File: src/rtl/alu_pkg.sv
// -----------------------------------------------------------------------------
// alu_pkg
// Shared definitions for the bit-serial ALU: default operand width, opcode
// encoding and FSM state encoding.
// -----------------------------------------------------------------------------
package alu_pkg;

    localparam int DEFAULT_WIDTH = 8;

    typedef enum logic [1:0] {
        OP_ADD = 2'd0,
        OP_SUB = 2'd1,
        OP_AND = 2'd2,
        OP_XOR = 2'd3
    } op_e;

    // FSM state encoding kept as plain constants so older tooling and
    // hand-written decode logic can share it.
    typedef logic [1:0] state_t;
    localparam state_t ST_IDLE = 2'd0;
    localparam state_t ST_EXEC = 2'd1;
    localparam state_t ST_DONE = 2'd2;

endpackage

File: src/rtl/alu_serial_resp_if.sv
// -----------------------------------------------------------------------------
// alu_serial_resp_if
// Request/response bus of the bit-serial ALU.
//   in_valid/in_ready          request handshake
//   in_a, in_b, in_sel         operands and opcode
//   out_valid/out_ready        response handshake
//   out_result, out_co, out_ovf result, carry out, signed overflow
// master: the requester/consumer side; slave: the ALU.
// -----------------------------------------------------------------------------
interface alu_serial_resp_if #(
    parameter int WIDTH = 8
);
    logic             in_valid;
    logic             in_ready;
    logic [WIDTH-1:0] in_a;
    logic [WIDTH-1:0] in_b;
    logic [1:0]       in_sel;
    logic             out_valid;
    logic             out_ready;
    logic [WIDTH-1:0] out_result;
    logic             out_co;
    logic             out_ovf;

    modport master (
        output in_valid, in_a, in_b, in_sel, out_ready,
        input  in_ready, out_valid, out_result, out_co, out_ovf
    );

    modport slave (
        input  in_valid, in_a, in_b, in_sel, out_ready,
        output in_ready, out_valid, out_result, out_co, out_ovf
    );
endinterface

File: src/rtl/alu_bit_slice.sv
// -----------------------------------------------------------------------------
// alu_bit_slice
// Combinational one-bit ALU stage.
//   a, b   operand bits
//   cin    carry into this bit (ADD/SUB only)
//   sel    opcode
//   r      result bit
//   cout   carry out of this bit (0 for AND/XOR)
// SUB is A + ~B + 1: B is inverted here, the +1 arrives as the initial carry.
// -----------------------------------------------------------------------------
module alu_bit_slice
    import alu_pkg::*;
(
    input  logic a,
    input  logic b,
    input  logic cin,
    input  op_e  sel,
    output logic r,
    output logic cout
);

    logic bx;

    // NOTE: every output of a combinational block gets a default first, so no
    // path through the case leaves it unassigned and infers a latch.
    always_comb begin
        r    = 1'b0;
        cout = 1'b0;
        bx   = b ^ (sel == OP_SUB);
        case (sel)
            OP_ADD, OP_SUB: begin
                r    = a ^ bx ^ cin;
                cout = (a & bx) | (a & cin) | (bx & cin);
            end
            OP_AND: r = a & b;
            OP_XOR: r = a ^ b;
            default: ;
        endcase
    end

endmodule

File: src/rtl/alu_serial_resp.sv
// -----------------------------------------------------------------------------
// alu_serial_resp
// Bit-serial ALU with valid/ready request and response handshakes.
//   clk    rising-edge clock
//   rst_n  synchronous active-low reset
//   bus    alu_serial_resp_if slave port (request, response, result flags)
// One request is captured in IDLE, WIDTH cycles compute one bit each (LSB
// first) in EXEC, and the result is held in DONE until out_ready.
// -----------------------------------------------------------------------------
module alu_serial_resp
    import alu_pkg::*;
#(
    parameter int WIDTH = DEFAULT_WIDTH
) (
    input  logic             clk,
    input  logic             rst_n,
    alu_serial_resp_if.slave bus
);

    localparam int CW = (WIDTH > 1) ? $clog2(WIDTH) : 1;
    localparam logic [CW-1:0] LAST_BIT = CW'(WIDTH - 1);

    state_t           state;
    logic [WIDTH-1:0] a_q;
    logic [WIDTH-1:0] b_q;
    op_e              sel_q;
    logic [CW-1:0]    cnt;
    logic             carry;
    logic [WIDTH-1:0] sr;
    logic             co_q;
    logic             ovf_q;

    logic             slice_r;
    logic             slice_co;
    logic             is_arith;

    alu_bit_slice u_slice (
        .a    (a_q[cnt]),
        .b    (b_q[cnt]),
        .cin  (carry),
        .sel  (sel_q),
        .r    (slice_r),
        .cout (slice_co)
    );

    assign is_arith = (sel_q == OP_ADD) || (sel_q == OP_SUB);

    // NOTE: reset is sampled only on the clock edge, so it sits inside the
    // clocked block and the sensitivity list holds clk alone.
    // NOTE: state registers use non-blocking assignments so every register
    // updates from the same pre-edge values.
    always_ff @(posedge clk) begin
        if (!rst_n) begin
            state <= ST_IDLE;
            a_q   <= '0;
            b_q   <= '0;
            sel_q <= OP_ADD;
            cnt   <= '0;
            carry <= 1'b0;
            sr    <= '0;
            co_q  <= 1'b0;
            ovf_q <= 1'b0;
        end else begin
            case (state)
                ST_IDLE: begin
                    if (bus.in_valid) begin
                        a_q   <= bus.in_a;
                        b_q   <= bus.in_b;
                        sel_q <= op_e'(bus.in_sel);
                        cnt   <= '0;
                        // The +1 of A + ~B + 1 enters as the initial carry.
                        carry <= (op_e'(bus.in_sel) == OP_SUB);
                        state <= ST_EXEC;
                    end
                end
                ST_EXEC: begin
                    // New bit enters at the MSB; after WIDTH shifts bit 0
                    // has reached the LSB and the word is aligned.
                    sr    <= {slice_r, sr[WIDTH-1:1]};
                    carry <= slice_co;
                    cnt   <= cnt + 1'b1;
                    if (cnt == LAST_BIT) begin
                        // Overflow: carry into the MSB differs from carry out.
                        co_q  <= is_arith & slice_co;
                        ovf_q <= is_arith & (carry ^ slice_co);
                        state <= ST_DONE;
                    end
                end
                ST_DONE: begin
                    // Leaving DONE never accepts in the same edge: IDLE is
                    // only reached after this edge.
                    if (bus.out_ready) begin
                        state <= ST_IDLE;
                    end
                end
                default: state <= ST_IDLE;
            endcase
        end
    end

    assign bus.in_ready   = (state == ST_IDLE);
    assign bus.out_valid  = (state == ST_DONE);
    assign bus.out_result = sr;
    assign bus.out_co     = co_q;
    assign bus.out_ovf    = ovf_q;

endmodule

File: src/flat_wrapper.sv
// flat-port wrapper written by rule: the top's interface ports become plain ports
module alu_serial_resp_flat import alu_pkg::*;
#(
    parameter int WIDTH = DEFAULT_WIDTH
)
  (clk, rst_n, bus_in_valid, bus_in_a, bus_in_b, bus_in_sel, bus_out_ready, bus_in_ready, bus_out_valid, bus_out_result, bus_out_co, bus_out_ovf);
  alu_serial_resp_if #(.WIDTH(WIDTH)) bus_i ();
  input  logic clk;
  input  logic rst_n;
  input wire logic [$bits(bus_i.in_valid)-1:0] bus_in_valid;
  input wire logic [$bits(bus_i.in_a)-1:0] bus_in_a;
  input wire logic [$bits(bus_i.in_b)-1:0] bus_in_b;
  input wire logic [$bits(bus_i.in_sel)-1:0] bus_in_sel;
  input wire logic [$bits(bus_i.out_ready)-1:0] bus_out_ready;
  output wire logic [$bits(bus_i.in_ready)-1:0] bus_in_ready;
  output wire logic [$bits(bus_i.out_valid)-1:0] bus_out_valid;
  output wire logic [$bits(bus_i.out_result)-1:0] bus_out_result;
  output wire logic [$bits(bus_i.out_co)-1:0] bus_out_co;
  output wire logic [$bits(bus_i.out_ovf)-1:0] bus_out_ovf;
  assign bus_i.in_valid = bus_in_valid;
  assign bus_i.in_a = bus_in_a;
  assign bus_i.in_b = bus_in_b;
  assign bus_i.in_sel = bus_in_sel;
  assign bus_i.out_ready = bus_out_ready;
  assign bus_in_ready = bus_i.in_ready;
  assign bus_out_valid = bus_i.out_valid;
  assign bus_out_result = bus_i.out_result;
  assign bus_out_co = bus_i.out_co;
  assign bus_out_ovf = bus_i.out_ovf;
  alu_serial_resp #(.WIDTH(WIDTH)) u_core (.clk(clk), .rst_n(rst_n), .bus(bus_i));
endmodule
File: config.mk
export PLATFORM = sky130hd
export DESIGN_NAME = alu_serial_resp_flat
export DESIGN_NICKNAME = d
export VERILOG_FILES = /design/src/rtl/alu_pkg.sv /design/src/rtl/alu_serial_resp_if.sv /design/src/rtl/alu_bit_slice.sv /design/src/rtl/alu_serial_resp.sv /design/src/flat_wrapper.sv
export SDC_FILE = /design/constraint.sdc
export NUM_CORES = 1
export LEC_CHECK = 0
export ABC_AREA = 0
export CAP_MARGIN = 30
export CORE_MARGIN = 4
export CORE_UTILIZATION = 45
export CTS_CLUSTER_DIAMETER = 80
export DETAILED_ROUTE_END_ITERATION = 8
export PLACE_DENSITY = 0.72
export SLEW_MARGIN = 0
export SYNTH_ARGS = -nofsm -noshare
export SYNTH_HDL_FRONTEND = slang
export SYNTH_SLANG_ARGS = --single-unit
File: constraint.sdc
create_clock -name clk -period 2.77 [get_ports clk]
set_input_delay 0.277 -clock clk [delete_from_list [all_inputs] [get_ports clk]]
set_output_delay 0.277 -clock clk [all_outputs]
set_load 0.02 [all_outputs]
# Word level (Yosys, flattened, before mapping)
# Index checks and enable logic that the tools add are counted.
# word_totals
out_inout_bits	12
regBits	34
elab_cells	57
inputBits	22
# classes
reduce_logical	9
n_mux	14
eq_ne	10
addsub	1
bitwise_logic	13
magnitude_cmp	1
# ops
operator	n
$and A1 B1 Y1	6
$bmux W1 S3	2
$eq A2 B1 Y1 const B	3
$eq A2 B2 Y1 const B	3
$mux W2	3
$pmux W2 S3	1
$pmux W3 S2	1
$reduce_and A2 Y1	3
$xor A1 B1 Y1	5
$logic_not A2 Y1	2
$lt A3 B4 Y1 const B	1
$mux W1	4
$ne A2 B2 Y1 const B	2
$add A3 B1 Y3 const B	1
$eq A3 B3 Y1 const B	1
$mux W3	1
$pmux W1 S3	1
$reduce_and A3 Y1	1
$ne A2 B1 Y1 const B	1
$or A1 B1 Y1	2
$pmux W1 S2	1
$reduce_bool A2 Y1	1
$reduce_or A2 Y1	1
$logic_or A1 B1 Y1	1

# Longest topological paths before layout
# Gate-level depths: netlist of the first run.
# depth
word_depth	9
depth_mapped	8
depth_no_buf	7

# Cells and area by module
# From an unflattened synthesis of the first run, not the netlist that was laid out.
# unflattened
hier_cells	170
hier_area_um2	1510.2
# by_module_without_submodules
module	cells_each	seq_area_each_um2	area_each_um2	n_inst
alu_serial_resp	162	680.7	1437.6	1
alu_bit_slice	8	0.0	72.6	1

# Least setup slack after synthesis of the first run
# No wires, ideal clock.
# synth_path
path_kind	flip-flop to flip-flop
startpoint	reg u_core.cnt[0]
endpoint	reg u_core.ovf_q (netlist: u_core.bus.out_ovf)
required_time_ns	2.694
n_path_buf	1
path_slack_ns	0.433
t_arrival_ns	2.262
synth_period_minus_slack_ns	2.337
setup_ns	0.076
stages_incl_launch_ff	8
cell_sequence	dfxtp_1 buf_6 mux4_1 mux2_2 fa_1 xnor2_1 or3_1 a21boi_0
# synth_between
elab_chain_len	9
word_cells_on_any_way	15
classes_between	eq/ne: 1; mux: 5; bitwise: 8; reduce/logical: 1
# synth_rtl
item	line	rtl
start: declaration	alu_serial_resp.sv:27	logic [CW-1:0] cnt;
start signal: assignment	alu_serial_resp.sv:81	cnt <= cnt + 1'b1;
$bmux W1 S3	alu_serial_resp.sv:39	.b (b_q[cnt]),
$mux W1 (implied by the code)	alu_serial_resp.sv:39	
$xor A1 B1 Y1	alu_bit_slice.sv:29	bx = b ^ (sel == OP_SUB);
$and A1 B1 Y1	alu_bit_slice.sv:33	cout = (a & bx) | (a & cin) | (bx & cin);
$or A1 B1 Y1 (2 in a row)	alu_bit_slice.sv:33	
$mux W1	alu_bit_slice.sv:30	case (sel)
$xor A1 B1 Y1	alu_serial_resp.sv:85	ovf_q <= is_arith & (carry ^ slice_co);
$and A1 B1 Y1	alu_serial_resp.sv:85	
end signal: assignment	alu_serial_resp.sv:85	
end: declaration	alu_serial_resp.sv:31	logic ovf_q;
# Parallel ways exist; a longest one is shown, timed or not. The select of a mux whose other input is x is not followed.
# A chain may end at the register's enable or synchronous reset.

# Worst setup path after layout of the first run
# Ends and elaborated chain as after synthesis.

==> results of run 1 <==
-- kinds of logic after synthesis --
logic type,synth area share [%]
xor+xnor,1.11
mux,9.28
fa+ha+maj,3.65
buf+inv,4.12
compound gates,16.7
simple gates,22.0
flops,43.1
-- area by class of cell --
type	instances	area (um^2)
Clock buffer	7	45.0
Fill cell	326	1410
Sequential cell	34	681
Inverter	1	3.75
Tap cell	46	57.6
Multi-Input combinational cell	123	832
Timing Repair Buffer	34	338
-- stage by stage --
stage / util [%] / setup slack, ps
6_report: 58.2 / 349
5_1_grt: 58.2 / 244
4_1_cts: 58.2 / 346
3_5_place_dp: 56.8 / 368
3_3_place_gp: 56.8 / 475
2_1_floorplan: - / 433
-- cell usage in the layout, fill, tap and decap left out, types with 2 or more instances in the layout --
| cell type | instances |
|---|---|
| sky130_fd_sc_hd__clkbuf_1 | 2 |
| sky130_fd_sc_hd__a21boi_1 | 5 |
| sky130_fd_sc_hd__nor2_1 | 2 |
| sky130_fd_sc_hd__ha_1 | 3 |
| sky130_fd_sc_hd__dfxtp_1 | 34 |
| sky130_fd_sc_hd__xnor2_1 | 2 |
| sky130_fd_sc_hd__nand2_1 | 53 |
| sky130_fd_sc_hd__mux2i_1 | 6 |
| sky130_fd_sc_hd__a21boi_0 | 24 |
| sky130_fd_sc_hd__nor3b_1 | 2 |
| sky130_fd_sc_hd__a22oi_1 | 2 |
| sky130_fd_sc_hd__clkdlybuf4s50_1 | 33 |
| sky130_fd_sc_hd__clkbuf_4 | 5 |
| sky130_fd_sc_hd__nor2b_1 | 6 |
| sky130_fd_sc_hd__nand2b_1 | 3 |
| sky130_fd_sc_hd__mux4_1 | 2 |
-- layer usage --
metal / vias up / GRT usage (%) / wire (um)
met3: 5 / 4.16 / 134
li1: 628 / - / -
met4: 0 / 6.84 / 43
met5: - / 0 / 0
met2: 27 / 29.0 / 1620
met1: 574 / 16.1 / 1320
-- sequential cells by signal, summed over array words and instances (netlist names) --
name                   count
u_core.cnt                 3
u_core.carry               1
u_core.bus.out_result      8
u_core.b_q                 8
u_core.bus.out_co          1
u_core.bus.out_ovf         1
u_core.sel_q               2
u_core.state               2
u_core.a_q                 8
-- worst max-delay path, cell delays in order (launching register included) --
cell,delay (ps)
sky130_fd_sc_hd__dfxtp_1,390
sky130_fd_sc_hd__buf_4,190
sky130_fd_sc_hd__mux2i_1,80
sky130_fd_sc_hd__mux4_2,490
sky130_fd_sc_hd__xnor2_1,160
sky130_fd_sc_hd__fa_1,420
sky130_fd_sc_hd__xnor2_1,140
sky130_fd_sc_hd__or3_1,310
sky130_fd_sc_hd__a21boi_0,170
-- cell usage after synthesis (all sizes together) --
| library cell | number | share of area [%] |
|---|---|---|
| a211o | 1 | 0.56 |
| a21boi | 29 | 14 |
| a22oi | 2 | 0.95 |
| and2 | 1 | 0.40 |
| buf | 7 | 3.2 |
| clkbuf | 3 | 0.71 |
| dfxtp | 34 | 43 |
| fa | 1 | 1.3 |
| ha | 3 | 2.4 |
| inv | 1 | 0.24 |
| mux2 | 1 | 0.71 |
| mux2i | 6 | 3.8 |
| mux4 | 3 | 4.8 |
| nand2 | 53 | 13 |
| nand2b | 3 | 1.2 |
| nand3b | 1 | 1.3 |
| nor2 | 2 | 0.48 |
| nor2b | 6 | 2.4 |
| nor3b | 3 | 2.1 |
| o21ai | 1 | 0.32 |
| o21bai | 1 | 0.48 |
| o311a | 1 | 0.63 |
| or3 | 1 | 0.40 |
| or3b | 2 | 1.1 |
| xnor2 | 2 | 1.1 |
-- power by group through the flow --
| stage | clock network [W] | logic, W | registers, W |
|---|---|---|---|
| floorplan | 0 | 0.0000930 | 0.000534 |
| global placement | 0 | 0.000134 | 0.000539 |
| detailed placement | 0 | 0.000138 | 0.000540 |
| CTS | 0.000252 | 0.000139 | 0.000529 |
| global route | 0.000275 | 0.000152 | 0.000531 |
| finish | 0.000244 | 0.000136 | 0.000529 |
-- worst paths after layout --
check,startpoint,endpoint,slack [ps],depth (start not counted)
setup / recovery,u_core.cnt[0],u_core.bus.out_ovf,350,8
hold / removal,u_core.b_q[3],u_core.b_q[3],460,2
setup reg to reg,u_core.cnt[0],u_core.bus.out_ovf,350,8
hold reg to reg,u_core.b_q[3],u_core.b_q[3],460,2
==> run summary, run 1 <==
TIMING
--------------------------------------------------------------------------------------------------
Unrepaired setup endpoints after global routing                                                 no
Highest Clock Rate                                                                         413 MHz
Max-slew violation count                                                                         0
Final clock skew                                                                           2.62 ps
Time the worst path needs with I/O delays and setup                                        2420 ps
Max-slew headroom at the worst pin                                                           37.4%
Post-route fraction of the period consumed by the critical path                              87.4%
Hold violation total from the final report                                                       0
Pin slew with the least headroom to its limit                                               936 ps
Final setup violation count                                                                      0
Total negative slack for setup checks                                                         0 ps
Worst Hold Margin                                                                           465 ps

PLACEMENT
--------------------------------------------------------------------------------------------------
Placed Cells                                                                                   238
Final weighted congestion in routability-driven placement                                    0.748
Detailed Place HPWL                                                                        2.31 mm
Post-place instance area                                                                 1910 um^2
Port Buffer Count                                                                               33

SYNTH
--------------------------------------------------------------------------------------------------
Cells after synthesis                                                                          168
Post-synthesis net count                                                                       194
Unique cell type count in the Yosys netlist                                                     31
Avg Cell Area, Syn                                                                       9.39 um^2
Yosys warning count                                                                              0
Sequential area share after synthesis                                                        43.1%
Post-synth design cell area                                                              1580 um^2
Synthesized flop and latch total                                                                34

SETUP PATH
--------------------------------------------------------------------------------------------------
Setup CP Type                                                                         flip-flop to flip-flop
Required time at the endpoint of the critical path                                         3020 ps
Maximum fanout along the worst path                                                              6
Critical path data arrival time                                                            2670 ps
CP startpoint kind                                                                       flip-flop
Worst Setup End Kind                                                                     flip-flop

ROUTING
--------------------------------------------------------------------------------------------------
DRC marker count from the first detailed-route iteration                                        38
Via count                                                                                    1,234
Via/cell ratio                                                                                5.04
Post-DR wirelength/cell                                                                    12.7 um
Total Routed Length                                                                        3.12 mm
Antenna-violating nets left                                                                      0
Length of the first detailed-routing pass in iterations                                          4
DRC violations left                                                                              0

GRT
--------------------------------------------------------------------------------------------------
Overall global routing resource usage                                                        15.5%
Pin count of the biggest net entering global routing                                            35
Overflow left after global routing                                                               0
First-pass GRT wire length                                                                 5.24 mm
Number of global-route vias before repair                                                    1,228
Initial antenna violation count                                                                  0

CLOCK TREE
--------------------------------------------------------------------------------------------------
TritonCTS clock tree                                                                          done
Sinks on the clock net                                                                          34
# hold bufs at CTS                                                                               0
Post-cts sizing count                                                                            0
Clock transition time at the flip-flop clock pins of the worst setup and hold paths          90 ps
Number of post-CTS setup repair buffers                                                          0
CTS Root Cell                                                                         sky130_fd_sc_hd__clkbuf_4
Maximum count of clock buffers along a single path                                               2
Level count of the clock H-tree                                                                  2
Inserted Clock Buffers                                                                           5
Worst-Skew Late Latency                                                                     320 ps

FLOORPLANNING
--------------------------------------------------------------------------------------------------
Area enclosed by the die boundary                                                        4520 um^2
Row Count                                                                                       21
Floorplan Core Area                                                                      3360 um^2
Number of top-level pins                                                                        34
X dimension of the die                                                                     67.2 um
Die Height                                                                                 67.2 um
Initial core utilization                                                                     46.9%

POWER AND IR DROP
--------------------------------------------------------------------------------------------------
Gate power share                                                                             15.0%
Leak                                                                                      0.731 nW
Power density normalized to cell area                                                  465 nW/um^2
Switching part of the total                                                                  25.1%
Relative contribution of sequential cells to total power                                     58.1%
Switching power                                                                         0.000228 W
Total design power                                                                      0.000909 W
Int Power                                                                               0.000681 W
Portion of total power attributed to the clock network                                       26.9%
Worst-case vdd ir drop                                                                  0.000314 V

CELLS AND AREA
--------------------------------------------------------------------------------------------------
Number of standard cells in the layout, taps in and fillers out                                245
Number of inserted diodes                                                                        0
Number of nets in the final layout                                                             225
Layout cells sized above 1                                                                   5.53%
Area overhead of the layout relative to synthesis                                            24.0%
Summed area of non-filler cells in the final layout                                      1960 um^2

RUN
--------------------------------------------------------------------------------------------------
Max-cap violations                                                                               0

RUN STATUS
--------------------------------------------------------------------------------------------------
Result of the run                                                                     finished, final reports clean

WORST HOLD PATH
--------------------------------------------------------------------------------------------------
Worst min-delay path category                                                         flip-flop to flip-flop

Power figures use the tool's default switching activity.
==> run 2: changes to the inputs <==
--- a/config.mk
+++ b/config.mk
@@ -9,7 +9,7 @@
 export CAP_MARGIN = 30
 export CORE_MARGIN = 4
 export CORE_UTILIZATION = 45
-export CTS_CLUSTER_DIAMETER = 80
+export CTS_CLUSTER_DIAMETER = 40
 export DETAILED_ROUTE_END_ITERATION = 8
 export PLACE_DENSITY = 0.72
 export SLEW_MARGIN = 0
==> results of run 2 <==
No change in the layout: final DEF, timing and power equal those of run 1.
